**config.mk**
```make
export PLATFORM = sky130hd
export DESIGN_NAME = oam_dma_arbiter
export DESIGN_NICKNAME = d
export VERILOG_FILES = /design/src/rtl/oam_dma_arbiter_pkg.sv /design/src/rtl/oam_dma_arbiter.sv
export SDC_FILE = /design/constraint.sdc
export NUM_CORES = 1
export LEC_CHECK = 0
export ABC_AREA = 1
export CORE_UTILIZATION = 30
export CTS_CLUSTER_DIAMETER = 40
export DETAILED_ROUTE_END_ITERATION = 10
export SLEW_MARGIN = 5
export SYNTH_ARGS = -nofsm -noshare
export SYNTH_HDL_FRONTEND = slang
export SYNTH_SLANG_ARGS = --single-unit
export TNS_END_PERCENT = 20
```
**constraint.sdc**
```tcl
create_clock -name clk_ph1 -period 3.9 [get_ports clk_ph1]
set_input_delay 0.78 -clock clk_ph1 [delete_from_list [all_inputs] [get_ports clk_ph1]]
set_output_delay 0.78 -clock clk_ph1 [all_outputs]
set_load 0.005 [all_outputs]
```
**src/rtl/oam_dma_arbiter_pkg.sv**
```systemverilog
// rtl/oam_dma_arbiter_pkg.sv - addresses, sizes and state encoding for the OAM DMA bus arbiter
package oam_dma_arbiter_pkg;

    localparam logic [15:0] DMA_REG_ADDR  = 16'h4014;
    localparam logic [15:0] OAM_DATA_ADDR = 16'h2004;
    localparam int          XFER_LEN      = 256;
    localparam logic [7:0]  IDX_LAST      = 8'(XFER_LEN - 1);

    typedef enum logic [2:0] {
        ST_IDLE  = 3'd0,
        ST_HALT  = 3'd1,
        ST_ALIGN = 3'd2,
        ST_READ  = 3'd3,
        ST_WRITE = 3'd4
    } dma_state_e;

endpackage

```
**src/rtl/oam_dma_arbiter.sv**
```systemverilog
// rtl/oam_dma_arbiter.sv - shares the CPU bus with the sprite DMA engine, stalling the CPU during copies
module oam_dma_arbiter
    import oam_dma_arbiter_pkg::*;
(
    input  logic        clk_ph1,
    input  logic        rst,
    input  logic [15:0] cpu_addr,
    input  logic [7:0]  cpu_dout,
    input  logic        cpu_we,
    output logic        cpu_rdy,
    input  logic [7:0]  bus_din,
    output logic [15:0] bus_addr,
    output logic [7:0]  bus_dout,
    output logic        bus_we,
    output logic        dma_busy
);

    dma_state_e state_q, state_d;
    logic [7:0] page_q, page_d;
    logic [7:0] idx_q, idx_d;
    logic [7:0] dbuf_q, dbuf_d;
    logic       parity_q, parity_d;

    always_ff @(posedge clk_ph1 or negedge rst) begin
        if (!rst) begin
            state_q  <= ST_IDLE;
            page_q   <= 8'h00;
            idx_q    <= 8'h00;
            dbuf_q   <= 8'h00;
            parity_q <= 1'b0;
        end else begin
            state_q  <= state_d;
            page_q   <= page_d;
            idx_q    <= idx_d;
            dbuf_q   <= dbuf_d;
            parity_q <= parity_d;
        end
    end

    always_comb begin
        state_d  = state_q;
        page_d   = page_q;
        idx_d    = idx_q;
        dbuf_d   = dbuf_q;
        parity_d = ~parity_q;
        bus_addr = cpu_addr;
        bus_dout = cpu_dout;
        bus_we   = cpu_we;
        cpu_rdy  = 1'b0;
        dma_busy = 1'b1;

        case (state_q)
            ST_IDLE: begin
                cpu_rdy  = 1'b1;
                dma_busy = 1'b0;
                // The triggering write still reaches the bus unchanged.
                if (cpu_we && cpu_addr == DMA_REG_ADDR) begin
                    page_d  = cpu_dout;
                    idx_d   = 8'h00;
                    state_d = ST_HALT;
                end
            end
            ST_HALT: begin
                bus_we   = 1'b0;
                bus_dout = dbuf_q;
                state_d  = parity_q ? ST_ALIGN : ST_READ;
            end
            ST_ALIGN: begin
                bus_we   = 1'b0;
                bus_dout = dbuf_q;
                state_d  = ST_READ;
            end
            ST_READ: begin
                bus_addr = {page_q, idx_q};
                bus_we   = 1'b0;
                bus_dout = dbuf_q;
                dbuf_d   = bus_din;
                state_d  = ST_WRITE;
            end
            ST_WRITE: begin
                bus_addr = OAM_DATA_ADDR;
                bus_dout = dbuf_q;
                bus_we   = 1'b1;
                // idx wraps within the page; the source never crosses into the next page.
                idx_d    = idx_q + 8'd1;
                state_d  = (idx_q == IDX_LAST) ? ST_IDLE : ST_READ;
            end
            default: begin
                state_d = ST_IDLE;
            end
        endcase
    end

endmodule
```
**Word-level counts from Yosys, hierarchy flattened**

Cells that the tools add are included.
W data, S select, Z words.

- Multiplexer cells: 11
- Reductions and logical operators: 7
- Add/sub/neg operators: 1
- Equal/unequal tests: 7
- Bitwise logic cells: 1

Operators with widths:

| operator | number |
|---|---|
| $pmux W16 S2 | 1 |
| $eq A16 B15 Y1 const B | 1 |
| $mux W8 | 2 |
| $pmux W8 S2 | 1 |
| $pmux W3 S5 | 1 |
| $add A8 B1 Y8 const B | 1 |
| $eq A8 B8 Y1 const B | 1 |
| $eq A3 B2 Y1 const B | 2 |
| $reduce_and A2 Y1 | 2 |
| $reduce_or A4 Y1 | 1 |
| $eq A3 B1 Y1 const B | 1 |
| $eq A3 B3 Y1 const B | 1 |
| $logic_not A3 Y1 | 1 |
| $mux W1 | 3 |
| $mux W3 | 1 |
| $reduce_or A3 Y1 | 1 |
| $mux W2 | 1 |
| $ne A2 B2 Y1 const B | 1 |
| $pmux W1 S2 | 1 |
| $reduce_bool A2 Y1 | 1 |
| $logic_and A1 B1 Y1 | 1 |
| $not A1 Y1 | 1 |

- Output and inout bits: 27
- Bits of input ports: 35
- Flip-flop bits (word level): 28

**Longest topological paths before layout**

- Depth in word-level cells: 4
- Depth in mapped cells: 9

**Least setup slack after synthesis**

No wires, ideal clock.

- Path kind: register -> output
- From: reg state_q[0]
- To: out bus_dout[5]
- Arrival time: 1.117 ns
- Path slack: 2.003 ns
- Stages on the path, launching flop included: 9
- Path buffers: 1
- Cells stage by stage: dfrtp_1 -> nor2_1 -> inv_2 -> nor2_4 -> inv_2 -> nand2_4 -> buf_4 -> nand2_1 -> o21ai_0

- Cells in the longest elaborated chain, start to end: 3
- Elaborated cells between the ends (all ways): 6
- Those cells by class: eq/ne (4); mux (1); reduce/logical (1)

Ends and longest elaborated chain:

| item | RTL line | text |
|---|---|---|
| from (decl) | oam_dma_arbiter.sv:18 | `dma_state_e state_q, state_d;` |
| from (signal assigned) | oam_dma_arbiter.sv:32 | `state_q <= state_d;` |
| $eq A3 B3 Y1, or another cell as far along | oam_dma_arbiter.sv:52 | `case (state_q)` |
| $reduce_or A4 Y1 (no line) * | -- |  |
| $mux W8 * | oam_dma_arbiter.sv:52 |  |
| to (decl) | oam_dma_arbiter.sv:13 | `output logic [7:0] bus_dout,` |

Every way passes the cells marked *; elsewhere a longest branch is shown, timed or not.

**Worst setup path in the final report**

- From: reg state_q[2]
- To: out bus_addr[1]

- Cells in the longest elaborated chain, start to end: 2
- Elaborated cells between the ends (all ways): 3
- Those cells by class: eq/ne (2); mux (1)

Ends and longest elaborated chain:

| item | RTL line | text |
|---|---|---|
| $eq A3 B3 Y1 / $eq A3 B2 Y1 (equally long branches) | oam_dma_arbiter.sv:52 |  |
| $pmux W16 S2 * | oam_dma_arbiter.sv:52 |  |
| to (decl) | oam_dma_arbiter.sv:12 | `output logic [15:0] bus_addr,` |

Marked as above.

==> report_table.html <==
<table>
<tr><th>Metric</th><th>Value</th></tr>
<tr><th colspan="2">Run status</th></tr>
<tr><td>Outcome</td><td>complete, no violations</td></tr>
<tr><th colspan="2">Floorplan</th></tr>
<tr><td>Chip Width</td><td>78.1 microns</td></tr>
<tr><td>Placement Rows</td><td>27</td></tr>
<tr><td>Starting density of the core</td><td>31.4%</td></tr>
<tr><td>Full die area</td><td>6110 sq um</td></tr>
<tr><td>Die span in y</td><td>78.1 microns</td></tr>
<tr><td>Floorplan core area</td><td>5540 sq um</td></tr>
<tr><td>I/O pin count</td><td>62</td></tr>
<tr><th colspan="2">Route</th></tr>
<tr><td>Total via count in the routed design</td><td>1730</td></tr>
<tr><td>Violation count after the first detailed-routing iteration</td><td>99</td></tr>
<tr><td>Detailed-route wire length</td><td>4490 microns</td></tr>
<tr><td>Final routed DRC violation total</td><td>0</td></tr>
<tr><td>Antenna Violating Nets Remaining</td><td>0</td></tr>
<tr><td>TritonRoute pass-1 iters</td><td>4</td></tr>
<tr><td>Number of vias per cell after detailed routing</td><td>4.55</td></tr>
<tr><td>Final routed wire length divided by cell count</td><td>11.8 microns</td></tr>
<tr><th colspan="2">Global route</th></tr>
<tr><td>Via count of the first global-routing pass</td><td>1623</td></tr>
<tr><td>Initial antenna violation count</td><td>0</td></tr>
<tr><td>Pin count of the biggest net entering global routing</td><td>29</td></tr>
<tr><td>First-pass GRT wire length</td><td>7730 microns</td></tr>
<tr><td>Aggregate global routing overflow</td><td>0</td></tr>
<tr><td>Global-route usage over all layers</td><td>15.8%</td></tr>
<tr><th colspan="2">Power</th></tr>
<tr><td>Maximum vdd drop</td><td>327 uV</td></tr>
<tr><td>Static leakage</td><td>1.24 nW</td></tr>
<tr><td>Power Dens Cells</td><td>588 nW/um^2</td></tr>
<tr><th colspan="2">Worst setup path</th></tr>
<tr><td>Critical path capture point type</td><td>output port</td></tr>
<tr><td>CP Data Arrival Time</td><td>2250 ps</td></tr>
<tr><td>Required time worst endpoint</td><td>3120 ps</td></tr>
<tr><td>Kind of launch point of the worst setup path</td><td>flip-flop</td></tr>
<tr><td>Critical path class</td><td>flip-flop to output port</td></tr>
<tr><td>Crit-path max FO</td><td>24</td></tr>
<tr><th colspan="2">Timing</th></tr>
<tr><td>Final slew viol count</td><td>0</td></tr>
<tr><td>Fmax achieved</td><td>330 MHz</td></tr>
<tr><td>Hold Fails Final Rpt</td><td>0</td></tr>
<tr><td>Setup TNS</td><td>0 ps</td></tr>
<tr><td>Clock skew</td><td>5.75 ps</td></tr>
<tr><td>Final period demand of the worst path</td><td>3030 ps</td></tr>
<tr><td>RSZ-0062 raised after global routing</td><td>false</td></tr>
<tr><td>Max-slew headroom</td><td>64.2%</td></tr>
<tr><td>Tcrit/Tclk final</td><td>77.7%</td></tr>
<tr><td>Pin slew with the least headroom to its limit</td><td>536 ps</td></tr>
<tr><td>Final setup vio count</td><td>0</td></tr>
<tr><th colspan="2">Final layout</th></tr>
<tr><td>Fraction of final layout cells sized beyond drive strength 1</td><td>5.84%</td></tr>
<tr><td># nets final</td><td>345</td></tr>
<tr><td>Filler cell count</td><td>589</td></tr>
<tr><td>Non-filler instance count after layout</td><td>380</td></tr>
<tr><td>Number of diodes</td><td>0</td></tr>
<tr><td>Area growth from synthesis to final layout</td><td>42.3%</td></tr>
<tr><th colspan="2">Yosys</th></tr>
<tr><td>Synth warn</td><td>0</td></tr>
<tr><td>Leading cell types by total area after synthesis</td><td>dfrtp_1 40%, nand2_1 18%, inv_1 9.5%</td></tr>
<tr><td>Number of library cell types mapped by synthesis</td><td>24</td></tr>
<tr><td>Cell area after synthesis</td><td>1740 sq um</td></tr>
<tr><td>Average instance area after synthesis</td><td>6.98 sq um</td></tr>
<tr><td>Share of the synthesized area in the top cell type</td><td>40.3%</td></tr>
<tr><td>Sequential element share of the synthesized area</td><td>40.3%</td></tr>
<tr><td>Cell taking the most area after synthesis</td><td>dfrtp_1</td></tr>
<tr><td>Mapped Nets</td><td>285</td></tr>
<tr><td>Register bit count reported by yosys</td><td>28</td></tr>
<tr><td>Number of instances in the synthesized netlist</td><td>249</td></tr>
<tr><th colspan="2">Clock network</th></tr>
<tr><td>Insertion delay to the later sink of the worst-skew pair</td><td>270 ps</td></tr>
<tr><td>H-tree depth</td><td>1</td></tr>
<tr><td>Resize count post-CTS</td><td>0</td></tr>
<tr><td>Total setup buffers inserted after CTS</td><td>0</td></tr>
<tr><td>Clock-pin slew on the worst setup and hold paths</td><td>90 ps</td></tr>
<tr><td>Master cell of the clock root buffer</td><td>clkbuf_8</td></tr>
<tr><td>CTS Buffer Depth</td><td>2</td></tr>
<tr><td>CTS tree</td><td>built</td></tr>
<tr><td>Clk sinks</td><td>28</td></tr>
<tr><td>Number of buffers created by CTS</td><td>3</td></tr>
<tr><td>Hold buffer count at cts</td><td>0</td></tr>
<tr><th colspan="2">Placement</th></tr>
<tr><td>Half-perimeter wire length of the detailed placement result</td><td>3400 microns</td></tr>
<tr><td>Final weighted congestion in routability-driven placement</td><td>0.756</td></tr>
<tr><td>Number of buffers inserted by port buffering</td><td>61</td></tr>
<tr><td>Cell total after placement</td><td>376</td></tr>
<tr><th colspan="2">Job</th></tr>
<tr><td>Max-cap check violation count</td><td>0</td></tr>
<tr><th colspan="2">Hold path</th></tr>
<tr><td>Hold Crit Class</td><td>flip-flop to flip-flop</td></tr>
</table>
[power breakdown]
group          internal [mW]  switching, mW
clock network          0.137         0.0917
registers              0.358         0.0423
logic                  0.433          0.394
[logic make-up (layout without fill, tap and decap cells)]
kind of cell | after synthesis | after routing | share of synthesized area [%]
compound gates | 31 | 31 | 9.50
simple gates | 134 | 134 | 36.2
buf+inv | 55 | 114 | 13.3
fa+ha+maj | 1 | 1 | 0.719
flops | 28 | 28 | 40.3
[worst paths after layout]
check	startpoint	endpoint	slack, ps	depth (start not counted)
setup / recovery	state_q[2]$_DFFE_PN0P_	bus_addr[1]	870	6
hold / removal	parity_q$_DFF_PN0_	parity_q$_DFF_PN0_	420	1
setup reg to reg	state_q[0]$_DFFE_PN0P_	idx_q[7]$_DFFE_PN0P_	2280	6
hold reg to reg	parity_q$_DFF_PN0_	parity_q$_DFF_PN0_	420	1
max in group asynchronous	rst	idx_q[7]$_DFFE_PN0P_	2760	2
min in group asynchronous	rst	page_q[1]$_DFFE_PN0P_	880	2
[synth_stat cells]
cell and count:
nand3_1 27, nor2_4 2, nand2_1 82, buf_2 5, inv_1 44, o21ai_1 1, nand2_4 1, nand3_2 2
buf_6 2, nand3_4 1, a21oi_1 2, o211ai_1 1, clkbuf_1 1, nor2_1 7, inv_2 2, nor2_8 1
nor2_2 2, o21ai_0 22, o22ai_1 4, buf_4 1, nand4_1 9, dfrtp_1 28, a22oi_1 1, ha_1 1
[critical path, cell delays in order, from the launching register on]
cell	delay [ps]
dfrtp_1	400
inv_1	150
nor2_4	90
inv_2	340
nand2_1	250
o21ai_0	220
clkdlybuf4s50_1	530
[registers in the layout (all words and copies together), names as in the netlist]
| name | count |
|---|---|
| dbuf_q | 8 |
| idx_q | 8 |
| page_q | 8 |
| state_q | 3 |
| parity_q | 1 |
[layer usage]
layer,up-vias,track usage (%),share of wire [%]
li1,899,-,-
met1,770,22.9,50
met2,59,24.6,43
met3,2,2.33,5.9
met4,0,3.89,0.85
met5,-,0,0
[final cells by class]
type,instances,area [sq um],area share (%)
Multi-Input combinational cell,166,807,32.6
Sequential cell,28,701,28.3
Timing Repair Buffer,64,633,25.6
Inverter,46,173,6.98
Tap cell,72,90.1,3.64
Clock buffer,3,41.3,1.67
Clock inverter,1,30.0,1.21
[through the flow]
stage	hold WS, ps	util (%)	worst slack (ps)	cell area [sq um]	power, mW
floorplan	395	-	2000	1740	0.806
global placement	415	43.4	1140	2400	1.24
detailed placement	409	43.4	1090	2400	1.24
CTS	423	44.7	850	2470	1.47
global route	454	44.7	665	2470	1.58
finish	421	44.7	871	2470	1.46
[cell usage in the layout, fill, tap and decap left out]
cell type,synthesis,routed
nand2_1,82,82
clkdlybuf4s50_1,0,61
inv_1,44,44
dfrtp_1,28,28
nand3_1,27,27
o21ai_0,22,22
nand4_1,9,9
nor2_1,7,7
o22ai_1,4,4
clkbuf_8,0,3
buf_4,1,3
inv_2,2,2
nor2_4,2,2
nor2_2,2,2
nand3_2,2,2
a21oi_1,2,2
nand2_4,1,1
o21ai_1,1,1
o211ai_1,1,1
nor2_8,1,1
nand3_4,1,1
a22oi_1,1,1
ha_1,1,1
bufinv_16,0,1
Power figures use the tool's default switching activity.
